**config.mk**
```make
export PLATFORM = sky130hd
export DESIGN_NAME = mlp_input_sequencer
export DESIGN_NICKNAME = d
export VERILOG_FILES = /design/src/rtl/mlp_seq_pkg.sv /design/src/rtl/mlp_seq_settle_timer.sv /design/src/rtl/mlp_input_sequencer.sv
export SDC_FILE = /design/constraint.sdc
export NUM_CORES = 1
export LEC_CHECK = 0
export ABC_AREA = 1
export CAP_MARGIN = 20
export CORE_UTILIZATION = 40
export DETAILED_ROUTE_END_ITERATION = 10
export GPL_ROUTABILITY_DRIVEN = 0
export PLACE_DENSITY = 0.65
export SYNTH_ARGS = -nofsm -noshare
export SYNTH_HDL_FRONTEND = slang
export SYNTH_SLANG_ARGS = --single-unit
```
**constraint.sdc**
```tcl
create_clock -name clk -period 4.3 [get_ports clk]
set_input_delay 0.86 -clock clk [delete_from_list [all_inputs] [get_ports clk]]
set_output_delay 0.86 -clock clk [all_outputs]
set_load 0.005 [all_outputs]
```
**src/rtl/mlp_seq_pkg.sv**
```systemverilog
// Shared types and helpers for the printed-MLP input sequencer.
// Optional macro MLP_SEQ_TRIPLE_SAMPLE_EN enables triple sampling with majority vote in the top.
package mlp_seq_pkg;

  localparam int NUM_A_DEF         = 4;
  localparam int WIDTH_A_DEF       = 4;
  localparam int OUTWIDTH_DEF      = 2;
  localparam int SETTLE_CYCLES_DEF = 8;

  typedef enum logic [1:0] {
    LOAD    = 2'd0,
    SETTLE  = 2'd1,
    CAPTURE = 2'd2,
    RESULT  = 2'd3
  } seq_state_e;

  // Single-bit majority; vectors apply it bit by bit.
  function automatic logic maj3(input logic a, input logic b, input logic c);
    return (a & b) | (a & c) | (b & c);
  endfunction

endpackage

```
**src/rtl/mlp_seq_settle_timer.sv**
```systemverilog
// Settle-window down-counter: load SETTLE_CYCLES-1, decrement while enabled, done at zero.
module mlp_seq_settle_timer #(
  parameter int SETTLE_CYCLES = 8
) (
  input  logic clk,
  input  logic rst_n,
  input  logic load,
  input  logic en,
  output logic done
);

  localparam int              CW       = $clog2(SETTLE_CYCLES + 1);
  localparam logic [CW-1:0]   LOAD_VAL = CW'(SETTLE_CYCLES - 1);

  logic [CW-1:0] count_q;

  // NOTE: sequential state is updated only with non-blocking assignments so every
  // flop samples pre-edge values regardless of process ordering.
  always_ff @(posedge clk or negedge rst_n) begin
    if (!rst_n) begin
      count_q <= '0;
    end else if (load) begin
      count_q <= LOAD_VAL;
    end else if (en && (count_q != '0)) begin
      count_q <= count_q - 1'b1;
    end
  end

  assign done = (count_q == '0);

endmodule

```
**src/rtl/mlp_input_sequencer.sv**
```systemverilog
// Serial feature loader, settle timer and result handshake around the combinational MLP `top`.
// Define MLP_SEQ_TRIPLE_SAMPLE_EN for a 3-cycle capture with bitwise majority and instability flag.
module mlp_input_sequencer
  import mlp_seq_pkg::*;
#(
  parameter int NUM_A         = NUM_A_DEF,
  parameter int WIDTH_A       = WIDTH_A_DEF,
  parameter int OUTWIDTH      = OUTWIDTH_DEF,
  parameter int SETTLE_CYCLES = SETTLE_CYCLES_DEF
) (
  input  logic                       clk,
  input  logic                       rst_n,
  input  logic                       feat_valid,
  output logic                       feat_ready,
  input  logic [WIDTH_A-1:0]         feat_data,
  input  logic                       feat_last,
  output logic [NUM_A*WIDTH_A-1:0]   inp,
  input  logic [OUTWIDTH-1:0]        mlp_out,
  output logic                       res_valid,
  input  logic                       res_ready,
  output logic [OUTWIDTH-1:0]        res_class,
  output logic                       res_error,
  output logic                       busy
);

  localparam int                IDX_W    = (NUM_A > 1) ? $clog2(NUM_A) : 1;
  localparam logic [IDX_W-1:0]  LAST_IDX = IDX_W'(NUM_A - 1);

  seq_state_e                  state_q, state_d;
  logic [IDX_W-1:0]            idx_q;
  logic [NUM_A*WIDTH_A-1:0]    inp_q, inp_d;
  logic                        err_q;
  logic                        accept, sample_end, framing_err;
  logic                        timer_load, timer_done;
  logic                        cap_done, cap_unstable;
  logic [OUTWIDTH-1:0]         cap_cls;

  assign sample_end  = feat_last || (idx_q == LAST_IDX);
  assign framing_err = sample_end && !((idx_q == LAST_IDX) && feat_last);

  mlp_seq_settle_timer #(.SETTLE_CYCLES(SETTLE_CYCLES)) u_timer (
    .clk   (clk),
    .rst_n (rst_n),
    .load  (timer_load),
    .en    (state_q == SETTLE),
    .done  (timer_done)
  );

`ifdef MLP_SEQ_TRIPLE_SAMPLE_EN
  logic [1:0]          cap_cnt_q;
  logic [OUTWIDTH-1:0] s0_q, s1_q;

  // The third sample is taken straight from mlp_out on the final capture edge.
  always_comb begin
    cap_cls = '0;
    for (int b = 0; b < OUTWIDTH; b++) begin
      cap_cls[b] = maj3(s0_q[b], s1_q[b], mlp_out[b]);
    end
    cap_unstable = (s0_q != s1_q) || (s1_q != mlp_out);
  end

  always_ff @(posedge clk or negedge rst_n) begin
    if (!rst_n) begin
      cap_cnt_q <= '0;
      s0_q      <= '0;
      s1_q      <= '0;
    end else if (state_q == CAPTURE) begin
      cap_cnt_q <= cap_done ? 2'd0 : cap_cnt_q + 2'd1;
      if (cap_cnt_q == 2'd0) s0_q <= mlp_out;
      if (cap_cnt_q == 2'd1) s1_q <= mlp_out;
    end
  end
`else
  assign cap_cls      = mlp_out;
  assign cap_unstable = 1'b0;
`endif

  always_ff @(posedge clk or negedge rst_n) begin
    if (!rst_n) state_q <= LOAD;
    else        state_q <= state_d;
  end

  // NOTE: every signal written here gets a default first, so no path leaves it
  // unassigned and no latch is inferred.
  always_comb begin
    state_d    = state_q;
    accept     = 1'b0;
    timer_load = 1'b0;
    cap_done   = 1'b0;
    inp_d      = inp_q;
    for (int i = 0; i < NUM_A; i++) begin
      if (IDX_W'(i) == idx_q) begin
        inp_d[i*WIDTH_A +: WIDTH_A] = feat_data;
      end else if (feat_last && (IDX_W'(i) > idx_q)) begin
        inp_d[i*WIDTH_A +: WIDTH_A] = '0;
      end
    end
    case (state_q)
      LOAD: begin
        if (feat_valid && feat_ready) begin
          accept = 1'b1;
          if (sample_end) begin
            state_d    = SETTLE;
            timer_load = 1'b1;
          end
        end
      end
      SETTLE: begin
        if (timer_done) state_d = CAPTURE;
      end
      CAPTURE: begin
`ifdef MLP_SEQ_TRIPLE_SAMPLE_EN
        if (cap_cnt_q == 2'd2) begin
          cap_done = 1'b1;
          state_d  = RESULT;
        end
`else
        cap_done = 1'b1;
        state_d  = RESULT;
`endif
      end
      RESULT: begin
        if (res_valid && res_ready) state_d = LOAD;
      end
      default: state_d = LOAD;
    endcase
  end

  // feat_ready is registered so it rises one cycle after reset deassert.
  always_ff @(posedge clk or negedge rst_n) begin
    if (!rst_n) begin
      feat_ready <= 1'b0;
      inp_q      <= '0;
      idx_q      <= '0;
      err_q      <= 1'b0;
      res_valid  <= 1'b0;
      res_class  <= '0;
      res_error  <= 1'b0;
    end else begin
      feat_ready <= (state_d == LOAD);
      if (accept) begin
        inp_q <= inp_d;
        err_q <= ((idx_q != '0) && err_q) || framing_err;
        if (!sample_end) idx_q <= idx_q + 1'b1;
      end
      if (cap_done) begin
        res_class <= cap_cls;
        res_error <= err_q || cap_unstable;
        res_valid <= 1'b1;
      end else if (res_valid && res_ready) begin
        res_valid <= 1'b0;
        idx_q     <= '0;
      end
    end
  end

  assign inp  = inp_q;
  assign busy = !((state_q == LOAD) && (idx_q == '0));

endmodule

```
# Yosys cells after proc, flatten, opt, wreduce, memory -nomap -nowiden
# Cells that the tools add are included.
# word_totals
register_bits	30
inputBits	11
# op_classes
add_sub_neg	2
magnitude_cmp	4
n_mux	27
eq_ne	7
reduce_logical	31
# ops
op	n
$mux 4	10
$mux 2	8
$reduce_bool 2->1	7
$logic_and 1x1->1	11
$mux 1	8
$pmux 2 s4	1
$reduce_and 2->1	4
$eq 2x2->1 const B	3
$logic_not 2->1	3
$eq 2x2->1 const A	2
$gt 1x2->1 const A	2
$gt 2x2->1 const A	2
$logic_not 4->1	1
$reduce_bool 4->1	1
$sub 4x1->4 const B	1
$add 2x1->2 const B	1
$eq 1x2->1 const A	1
$eq 2x1->1 const B	1
$logic_not 1->1	2
$logic_or 1x1->1	2

# Longest topological paths before layout
# Gate-level depths: netlist of the first run.
# depth
ltp_word	6
mapped_depth	8
ltp_nobuf	7

# Modules after synthesis
# A second synthesis of the first run with hierarchy kept.
# unflattened
cells_unflattened	189
area_unflattened_um2	1574.0
# by_module_without_submodules
module	seq_area_each_um2	cells_per_inst	area_per_inst_um2	instances
mlp_input_sequencer	650.6	155	1313.8	1
mlp_seq_settle_timer	100.1	34	260.2	1

# Worst setup path after synthesis of the first run
# Ideal clock, no wire load.
# synth_path
path_kind	flip-flop to output port
from	register idx_q[0]
to	output busy
setup_slack_ps	2635
stages_incl_launch_ff	4
arrival_ps	805
required_ps	3440
path_cell_list	dfrtp_1 -> inv_1 -> ha_1 -> nand2_1
# synth_via
elab_chain_len	3
# synth_lines
element	line	text
start, declared	mlp_input_sequencer.sv:30	logic [IDX_W-1:0] idx_q;
start signal, assigned	mlp_input_sequencer.sv:144	if (!sample_end) idx_q <= idx_q + 1'b1;
$logic_not 2->1	mlp_input_sequencer.sv:158	assign busy = !((state_q == LOAD) && (idx_q == '0));
$logic_and 1x1->1	mlp_input_sequencer.sv:158	
$logic_not 1->1	mlp_input_sequencer.sv:158	
end, declared	mlp_input_sequencer.sv:23	output logic busy
# Every way passes these cells.

# Final worst setup path of the first run
# Ends and elaborated chain as after synthesis.

==> results.sh, run 1 <==
export IMPL_status="completed"
export IMPL_fin_skew_ns=0.006726
export IMPL_finalSetupViolCount=0
export IMPL_syn_num_nets=180
export IMPL_crit_type="flip-flop to output pin"
export IMPL_overflow=0
export IMPL_drive_above_1_share_pct=19.00
export IMPL_intPower_mw=0.7988
export IMPL_switchingPower_mw=0.4220
export IMPL_cp_start_kind="flip-flop"
export IMPL_final_nets=218
export IMPL_crit_arrival_ns=1.69
export IMPL_setup_tns_ns=0
export IMPL_worst_slew_pin_slew_ns=0.4429
export IMPL_place_inst=240
export IMPL_whs_path_depth=2
export IMPL_rsz0062_at_grt="false"
export IMPL_reg2reg_depth=7
export IMPL_fin_crit_sh_pct=59.35
export IMPL_crit_fanout=6
export IMPL_numCtsBuffers=5
export IMPL_syn_to_final_growth_pct=30.64
export IMPL_yosys_warnings=0
export IMPL_hold_buffers=0
export IMPL_synth_top_family_by_area="simple AND/OR/NAND/NOR gates"
export IMPL_ir_drop_uv=299.8
export IMPL_initial_utilization_pct=41.49
export IMPL_clkTransAtPathRegs_ns=0.07
export IMPL_dieArea_mm2=0.004048
export IMPL_cts_resized=0
export IMPL_antenna_found_initial=0
export IMPL_worstPathCellList="inv_1 > ha_1 > nand2_1 > clkdlybuf4s50_1"
export IMPL_synth_edf_count=0
export IMPL_viasPerCell=4.718
export IMPL_regToRegSetupSlack_ns=2.72
export IMPL_min_period_ns=2.552
export IMPL_slowest_stage="clkdlybuf4s50_1"
export IMPL_postSynthCellCount=161
export IMPL_combPwrFrac_pct=39.8
export IMPL_clockBufferDepth=2
export IMPL_first_iter_violations=66
export IMPL_insertion_delay_ns=0.29
export IMPL_ios=33
export IMPL_swShare_pct=34.57
export IMPL_slew_headroom_pct=70.40
export IMPL_fmax_mhz=391.8
export IMPL_synthSimpleGateAreaFrac_pct=23.64
export IMPL_grt_pass1_wl_um=5009
export IMPL_htreeDepth=2
export IMPL_cts_root_buf="clkbuf_8"
export IMPL_final_cells=248
export IMPL_drv_slew=0
export IMPL_drt_antenna_violating_nets=0
export IMPL_place_hpwl_um=2204
export IMPL_numPortBuffers=32
export IMPL_synthXorXnorAreaFrac_pct=0
export IMPL_async_reset_ff_share_pct=100.0
export IMPL_synth_mux_area_share_pct=2.224
export IMPL_drt_total_wl_um=2904
export IMPL_ys_flop_type="dfrtp_1"
export IMPL_hold_viol=0
export IMPL_numClockSinks=30
export IMPL_cp_slowest_stage_delay_ns=0.49
export IMPL_die_h_um=63.62
export IMPL_layout_commonest_cell="nand2_1"
export IMPL_critical_path_required_ns=3.44
export IMPL_synth_adder_area_share_pct=6.590
export IMPL_firstDrtPassIters=4
export IMPL_rows=22
export IMPL_power_frac_clock_pct=23.1
export IMPL_power_density_mw_per_mm2=615.2
export IMPL_drcViolationCount=0
export IMPL_synth_avg_cell_area_um2=9.435
export IMPL_routed_via_count=1170
export IMPL_die_x_um=63.62
export IMPL_final_area_mm2=0.001984
export IMPL_cts_tree="built"
export IMPL_core_mm2=0.003661
export IMPL_synth_compound_area_share_pct=10.71
export IMPL_grt_max_degree=31
export IMPL_diodes=0
export IMPL_post_route_util_pct=54.20
export IMPL_postCtsSetupRepairBufs=0
export IMPL_synth_cell_types=23
export IMPL_final_cell_mix="nand2_1, clkdlybuf4s50_1, dfrtp_1"
export IMPL_synth_yosys_seq_area_share_pct=49.42
export IMPL_grt_usage_pct=16.54
export IMPL_hold_path_class="flip-flop to flip-flop"
export IMPL_synthesis_area_mm2=0.001519
export IMPL_ys_seq_elements=30
export IMPL_cellLeakagePower_nw=0.9699
export IMPL_routedWlPerCell_um=11.71
export IMPL_maxCapViolCount=0
export IMPL_power_frac_seq_pct=37.1
export IMPL_placed_cell_area_mm2=0.001876
export IMPL_grt_pass1_vias=1147
export IMPL_worstSetupEndpointType="output pin"
[synth_stat cells, types with 2 or more instances]
cell | number | area [µm²]
a21oi_2 | 3 | 26.28
dfrtp_1 | 30 | 750.7
ha_1 | 8 | 100.1
inv_1 | 19 | 71.32
mux2_2 | 3 | 33.78
nand2_1 | 46 | 172.7
nand2_2 | 4 | 25.02
nand2_4 | 4 | 45.04
nand3_1 | 5 | 25.02
nand3_2 | 2 | 20.02
nand4_1 | 5 | 31.28
nor2_1 | 6 | 22.52
o21ai_0 | 8 | 40.04
o21ai_2 | 9 | 78.83
[stage by stage]
| stage | power, mW | setup slack [ns] | hold WS, ns |
|---|---|---|---|
| floorplan | 0.7487 | 2.635 | 0.4380 |
| global placement | 0.9332 | 1.989 | 0.4662 |
| detailed placement | 0.9522 | 1.950 | 0.4677 |
| CTS | 1.236 | 1.731 | 0.4840 |
| global route | 1.314 | 1.649 | 0.4988 |
| finish | 1.221 | 1.748 | 0.4805 |
[sequential cells by signal, indices dropped and copies added (netlist names)]
signal / count
err_q: 1
state_q: 2
inp: 16
res_class: 2
idx_q: 2
u_timer.count_q: 4
res_error: 1
feat_ready: 1
res_valid: 1
[final timing paths]
kind / end / start
min in group asynchronous: res_error$_DFFE_PN0P_ / rst_n
min reg2reg: inp[7]$_DFFE_PN0P_ / inp[7]$_DFFE_PN0P_
max reg2reg: u_timer.count_q[3]$_DFFE_PN0P_ / idx_q[1]$_DFF_PN0_
max: busy / idx_q[0]$_DFF_PN0_
min: inp[7]$_DFFE_PN0P_ / inp[7]$_DFFE_PN0P_
max in group asynchronous: u_timer.count_q[0]$_DFFE_PN0P_ / rst_n
[layer usage]
| layer | share of wire [%] | vias to the layer above | global-route usage (%) |
|---|---|---|---|
| li1 | - | 586 | - |
| met1 | 43 | 556 | 19.52 |
| met2 | 50 | 22 | 27.39 |
| met3 | 4.5 | 6 | 5.435 |
| met4 | 1.8 | 0 | 6.818 |
| met5 | 0 | - | 0 |
[layout make-up]
| type | count | area, µm² |
|---|---|---|
| fill | 312 | 1677 |
| sequential | 30 | 750.7 |
| multi-input combinational | 108 | 655.6 |
| timing repair buffer | 33 | 327.8 |
| inverter | 21 | 81.33 |
| clock buffer | 5 | 68.82 |
| tap | 48 | 60.06 |
| clock inverter | 3 | 40.04 |
[power by group through the flow]
stage	registers (mW)	logic [mW]	clock network, mW
after floorplan	0.454	0.295	0
after global placement	0.453	0.480	0
after CTS	0.454	0.496	0.287
after global routing	0.466	0.548	0.299
final	0.453	0.486	0.282
after detailed placement	0.459	0.493	0
[worst max-delay path, delay by kind of cell, from the launching register on]
kind	cells	cell delay, ns
buffers and inverters	2	0.63
DFF	1	0.46
and+or+nand+nor	1	0.08
adders and majority gates	1	0.25
[kinds of logic after synthesis]
family                   after synthesis
AO/OA/AOI/OAI                         23
adder cells (fa/ha/maj)                8
buffers and inverters                 23
flip-flops                            30
multiplexers                           3
AND/OR/NAND/NOR                       74
Note: power is estimated with default switching activity, not from simulation.
==> inputs of run 2 (changes only) <==
PLACE_DENSITY = 0.68   (was 0.65)
clock period = 2.3 ns   (was 4.3 ns; I/O delays follow)
==> run 2 against run 1 <==
- critical path depth unchanged
- sequential cell count stayed put
- register-to-register slack got worse by 2.0 ns
- count of clock-buffer cells in the layout increased by 2
- power is 79% higher
- wire length is 0.38% higher
- highest routed layer unchanged
==> results.sh, run 2 (synthesis gave the netlist of run 1 again) <==
export IMPL_status="completed"
export IMPL_die_x_um=63.62
export IMPL_n_fill_cell=342
export IMPL_cellLeakagePower_nw=0.9602
export IMPL_numCtsBuffers=5
export IMPL_hold_buffers=0
export IMPL_drt_total_wl_um=2915
export IMPL_grt_pass1_wl_um=5106
export IMPL_min_period_ns=2.144
export IMPL_drive_above_1_share_pct=18.50
export IMPL_overflow=0
export IMPL_multiInputGateArea_um2=655.6
export IMPL_clkTransAtPathRegs_ns=0.06
export IMPL_post_route_util_pct=53.73
export IMPL_firstDrtPassIters=4
export IMPL_reg2reg_to="inp[14]$_DFFE_PN0P_"
export IMPL_routed_via_count=1153
export IMPL_final_cell_mix="nand2_1, clkdlybuf4s50_1, dfrtp_1"
export IMPL_viasPerCell=4.649
export IMPL_cp_start_kind="flip-flop"
export IMPL_fin_crit_sh_pct=93.23
export IMPL_first_iter_violations=41
export IMPL_ir_drop_uv=521.8
export IMPL_finalSetupViolCount=0
export IMPL_final_nets=218
export IMPL_worstSetupEndpointType="output pin"
export IMPL_rsz0062_at_grt="false"
export IMPL_ios=33
export IMPL_routedWlPerCell_um=11.75
export IMPL_grt_usage_pct=16.66
export IMPL_grt_pass1_vias=1183
export IMPL_core_mm2=0.003661
export IMPL_antenna_found_initial=0
export IMPL_grt_max_degree=31
export IMPL_regToRegSetupSlack_ns=0.72
export IMPL_slew_headroom_pct=68.84
export IMPL_dieArea_mm2=0.004048
export IMPL_worst_slew_pin_slew_ns=0.4662
export IMPL_drcViolationCount=0
export IMPL_crit_fanout=6
export IMPL_rows=22
export IMPL_whs_path_depth=2
export IMPL_diodes=0
export IMPL_cts_resized=0
export IMPL_critical_path_required_ns=1.84
export IMPL_maxCapViolCount=0
export IMPL_numPortBuffers=32
export IMPL_setup_tns_ns=0
export IMPL_rr_startpoint="idx_q[1]$_DFF_PN0_"
export IMPL_postCtsSetupRepairBufs=0
export IMPL_initial_utilization_pct=41.49
export IMPL_fmax_mhz=466.3
export IMPL_largest_reg_flops=16
export IMPL_crit_type="flip-flop to output pin"
export IMPL_crit_arrival_ns=1.68
export IMPL_insertion_delay_ns=0.28
export IMPL_power_mw=2.185
export IMPL_layout_commonest_cell="nand2_1"
export IMPL_die_h_um=63.62
export IMPL_ff_latch_area_um2=750.7
export IMPL_drt_antenna_violating_nets=0
export IMPL_cts_tree="built"
export IMPL_power_density_mw_per_mm2=1111
export IMPL_reg2reg_depth=7
export IMPL_htreeDepth=2
export IMPL_final_area_mm2=0.001967
export IMPL_hold_end="err_q$_DFFE_PN0P_"
export IMPL_clockBufferDepth=2
export IMPL_hold_start="err_q$_DFFE_PN0P_"
export IMPL_place_hpwl_um=2237
export IMPL_drv_slew=0
export IMPL_fin_skew_ns=0.006022
export IMPL_hold_path_class="flip-flop to flip-flop"
export IMPL_cts_root_buf="clkbuf_8"
export IMPL_placed_cell_area_mm2=0.001876
export IMPL_syn_to_final_growth_pct=29.49
export IMPL_numClockSinks=30
export IMPL_hold_viol=0
==> run 2: changes by cell type in the layout (fill, tap and decap cells not counted), sizes merged <==
cell    change
clkbuf      +2
clkinv      -1
bufinv      -1
==> run 2: critical path, stage by stage (launching register included) <==
cell,delay (ns)
dfrtp_1,0.47
inv_1,0.13
ha_1,0.23
nand2_1,0.08
clkdlybuf4s50_1,0.49
==> run 2: worst max path at each step <==
stage	start	end	slack [ns]	cells after the start
after floorplan	idx_q[1]$_DFF_PN0_	inp[15]$_DFFE_PN0P_	0.88	8
after global placement	feat_valid	inp[15]$_DFFE_PN0P_	0.40	6
after detailed placement	feat_valid	inp[12]$_DFFE_PN0P_	0.36	6
after CTS	idx_q[1]$_DFF_PN0_	busy	0.13	4
after global routing	idx_q[1]$_DFF_PN0_	busy	0.06	4
final	idx_q[1]$_DFF_PN0_	busy	0.16	4
==> run 2: per-stage QoR <==
step	instances	worst slack [ns]	hold WS, ns
6_report	248	0.1556	0.4780
4_1_cts	248	0.1329	0.4839
3_5_place_dp	240	0.3630	0.4683
3_3_place_gp	240	0.3978	0.4634
2_1_floorplan	161	0.8776	0.1644
5_1_grt	248	0.06220	0.5001
==> run 2: layout make-up <==
| type | count | share of cell area, % |
|---|---|---|
| sequential | 30 | 38.17 |
| multi-input combinational | 108 | 33.33 |
| timing repair buffer | 33 | 16.67 |
| clock buffer | 7 | 4.389 |
| inverter | 21 | 4.135 |
| tap | 48 | 3.053 |
| clock inverter | 1 | 0.2545 |
==> run 2: layer usage <==
layer / up-vias / routed length (µm) / GRT usage, % / share of wire [%]
met1: 539 / 1300 / 19.29 / 45
met4: 0 / 59 / 8.523 / 2.0
met2: 18 / 1466 / 28.46 / 50
met3: 6 / 89 / 3.804 / 3.1
met5: - / 0 / 0 / 0
li1: 590 / - / - / -
==> run 2: power by group <==
group / switching, mW / total, mW / internal, mW / leakage [nW]
Clock: 0.188 / 0.428 / 0.241 / 0.0482
Sequential: 0.132 / 0.847 / 0.716 / 0.391
Combinational: 0.451 / 0.909 / 0.459 / 0.521
==> inputs of run 3 (changes only) <==
ABC_AREA = not set   (was 1)
PLACE_DENSITY = 0.75   (was 0.68)
==> run 3 against run 2 <==
- sequential cell count unchanged
- register-to-register slack about the same
- sequential power grew 8.4%
==> results.sh, run 3 <==
export IMPL_status="completed"
export IMPL_ff_latch_area_um2=750.7
export IMPL_first_iter_violations=19
export IMPL_die_x_um=61.98
export IMPL_yosys_area_top_type="dfrtp_1"
export IMPL_final_cell_mix="clkdlybuf4s50_1, dfrtp_1, nand2_1"
export IMPL_fin_skew_ns=0.007591
export IMPL_drive_above_1_share_pct=14.20
export IMPL_power_frac_seq_pct=42.1
export IMPL_slowest_stage="clkdlybuf4s50_1"
export IMPL_crit_end="busy"
export IMPL_slew_headroom_pct=71.30
export IMPL_cts_tree="built"
export IMPL_crit_arrival_ns=1.69
export IMPL_worstSetupEndpointType="output pin"
export IMPL_hold_path_class="input pin to asynchronous set/reset pin"
export IMPL_numPortBuffers=32
export IMPL_rows=21
export IMPL_grt_pass1_vias=1010
export IMPL_numCtsBuffers=5
export IMPL_cts_root_buf="clkbuf_4"
export IMPL_cp_depth=4
export IMPL_numClockSinks=30
export IMPL_worst_slew_pin_slew_ns=0.4296
export IMPL_rsz0062_at_grt="false"
export IMPL_switchingPower_mw=0.7058
export IMPL_drcViolationCount=0
export IMPL_postSynthCellCount=128
export IMPL_yosysMostFrequentCell="dfrtp_1"
export IMPL_power_frac_clock_pct=14.9
export IMPL_grt_pass1_wl_um=4747
export IMPL_diodes=0
export IMPL_synth_edf_count=0
export IMPL_hold_buffers=0
export IMPL_firstDrtPassIters=3
export IMPL_crit_fanout=5
export IMPL_synth_cell_types=32
export IMPL_power_density_mw_per_mm2=1159
export IMPL_synthesis_area_mm2=0.001439
export IMPL_crit_type="flip-flop to output pin"
export IMPL_fin_crit_sh_pct=93.58
export IMPL_cellLeakagePower_nw=0.8507
export IMPL_final_cells=215
export IMPL_ys_flop_type="dfrtp_1"
export IMPL_drt_antenna_violating_nets=0
export IMPL_yosysTopAreaCellShare_pct=52.17
export IMPL_clkTransAtPathRegs_ns=0.09
export IMPL_ir_drop_uv=475.6
export IMPL_ys_seq_elements=30
export IMPL_postCtsSetupRepairBufs=0
export IMPL_cp_slowest_stage_delay_ns=0.49
export IMPL_reg2reg_to="state_q[0]$_DFF_PN0_"
export IMPL_hold_viol=0
export IMPL_startpoint="idx_q[0]$_DFF_PN0_"
export IMPL_path_buf_inv=2
export IMPL_worstPathCellList="inv_1 > ha_1 > nand2_1 > clkdlybuf4s50_1"
export IMPL_rr_startpoint="u_timer.count_q[0]$_DFFE_PN0P_"
export IMPL_grt_max_degree=31
export IMPL_viasPerCell=4.916
export IMPL_synth_yosys_seq_area_share_pct=52.17
export IMPL_n_fill_cell=299
export IMPL_netlist_top_cells_count="dfrtp_1, nand2_1, inv_1, o21ai_0, ha_1"
export IMPL_cp_start_kind="flip-flop"
export IMPL_syn_to_final_growth_pct=30.70
export IMPL_holdWs_ns=0.5100
export IMPL_path_delay_family="buffers and inverters"
export IMPL_setup_tns_ns=0
export IMPL_maxCapViolCount=0
export IMPL_syn_num_nets=147
export IMPL_synthTopCellsByArea="dfrtp_1, ha_1, o21ai_0"
export IMPL_ios=33
export IMPL_min_period_ns=2.152
export IMPL_fmax_mhz=464.6
export IMPL_grt_usage_pct=17.82
export IMPL_routed_via_count=1057
export IMPL_core_mm2=0.003390
export IMPL_routedWlPerCell_um=13.23
export IMPL_dieArea_mm2=0.003841
export IMPL_async_reset_ff_share_pct=100.0
export IMPL_drv_slew=0
export IMPL_place_inst=207
export IMPL_largest_reg_flops=16
export IMPL_antenna_found_initial=0
export IMPL_reg2reg_depth=4
export IMPL_critical_path_required_ns=1.84
export IMPL_swShare_pct=32.37
export IMPL_yosys_warnings=0
export IMPL_synth_avg_cell_area_um2=11.24
export IMPL_layout_commonest_cell="clkdlybuf4s50_1"
export IMPL_htreeDepth=2
export IMPL_regToRegSetupSlack_ns=0.72
export IMPL_die_h_um=61.98
export IMPL_overflow=0
export IMPL_initial_utilization_pct=42.45
export IMPL_combPwrFrac_pct=43.0
export IMPL_place_hpwl_um=2213
export IMPL_clockBufferDepth=2
export IMPL_cts_resized=0
export IMPL_multiInputGateArea_um2=624.3
export IMPL_drt_total_wl_um=2845
export IMPL_intPower_mw=1.475
export IMPL_finalSetupViolCount=0
export IMPL_insertion_delay_ns=0.33
export IMPL_post_route_util_pct=55.48
export IMPL_final_nets=187
run 3: changes by cell type in the layout (fill, tap and decap cells not counted), moves of 5 or more:
cell and delta:
nand2_1 -32, nand4_1 -5, inv_1 -7, o21ai_2 -9, clkbuf_8 -5, clkbuf_4 +5, mux2i_1 +5
run 3: worst min path at each step:
stage	from	to	slack, ns	depth (start not counted)
2_1_floorplan	rst_n	err_q$_DFFE_PN0P_	0.16	0
3_3_place_gp	res_class[0]$_DFFE_PN0P_	res_class[0]$_DFFE_PN0P_	0.49	1
3_5_place_dp	inp[7]$_DFFE_PN0P_	inp[7]$_DFFE_PN0P_	0.49	1
4_1_cts	rst_n	feat_ready$_DFF_PN0_	0.51	2
5_1_grt	rst_n	idx_q[0]$_DFF_PN0_	0.53	2
6_report	rst_n	res_class[1]$_DFFE_PN0P_	0.51	2
run 3: kinds of logic after synthesis:
logic type / after synthesis / synth area share (%)
flops: 30 / 52.17
simple gates: 36 / 13.65
mux: 12 / 10.00
fa+ha+maj: 8 / 6.957
compound gates: 28 / 12.78
buf+inv: 14 / 4.435
run 3: cell type report:
class | instances | share of cell area, %
clock inverters | 1 | 0.2661
flip-flops and latches | 30 | 39.92
multi-input cells | 84 | 33.20
well taps | 46 | 3.061
repair buffers | 35 | 18.23
inverters | 12 | 2.395
clock buffers | 7 | 2.927
run 3: through the flow:
stage | total power, mW | cell area (µm²) | setup WS [ns]
2_1_floorplan | 1.417 | 1439 | 0.8360
3_3_place_gp | 1.835 | 1821 | 0.4114
3_5_place_dp | 1.874 | 1821 | 0.3987
4_1_cts | 2.208 | 1881 | 0.1133
5_1_grt | 2.366 | 1881 | 0.03259
6_report | 2.180 | 1881 | 0.1478
run 3: routing by layer:
metal / vias up / GRT usage (%) / part of all wire [%]
li1: 522 / - / -
met1: 512 / 23.35 / 46
met2: 16 / 26.14 / 49
met3: 7 / 6.004 / 2.7
met4: 0 / 9.206 / 2.2
met5: - / 0 / 0
run 3: power groups by stage:
| stage | sequential (mW) | clock (mW) | combinational, mW |
|---|---|---|---|
| 2_1_floorplan | 0.900 | 0 | 0.517 |
| 3_3_place_gp | 0.918 | 0 | 0.917 |
| 3_5_place_dp | 0.930 | 0 | 0.944 |
| 4_1_cts | 0.921 | 0.338 | 0.950 |
| 5_1_grt | 0.957 | 0.366 | 1.04 |
| 6_report | 0.918 | 0.326 | 0.936 |
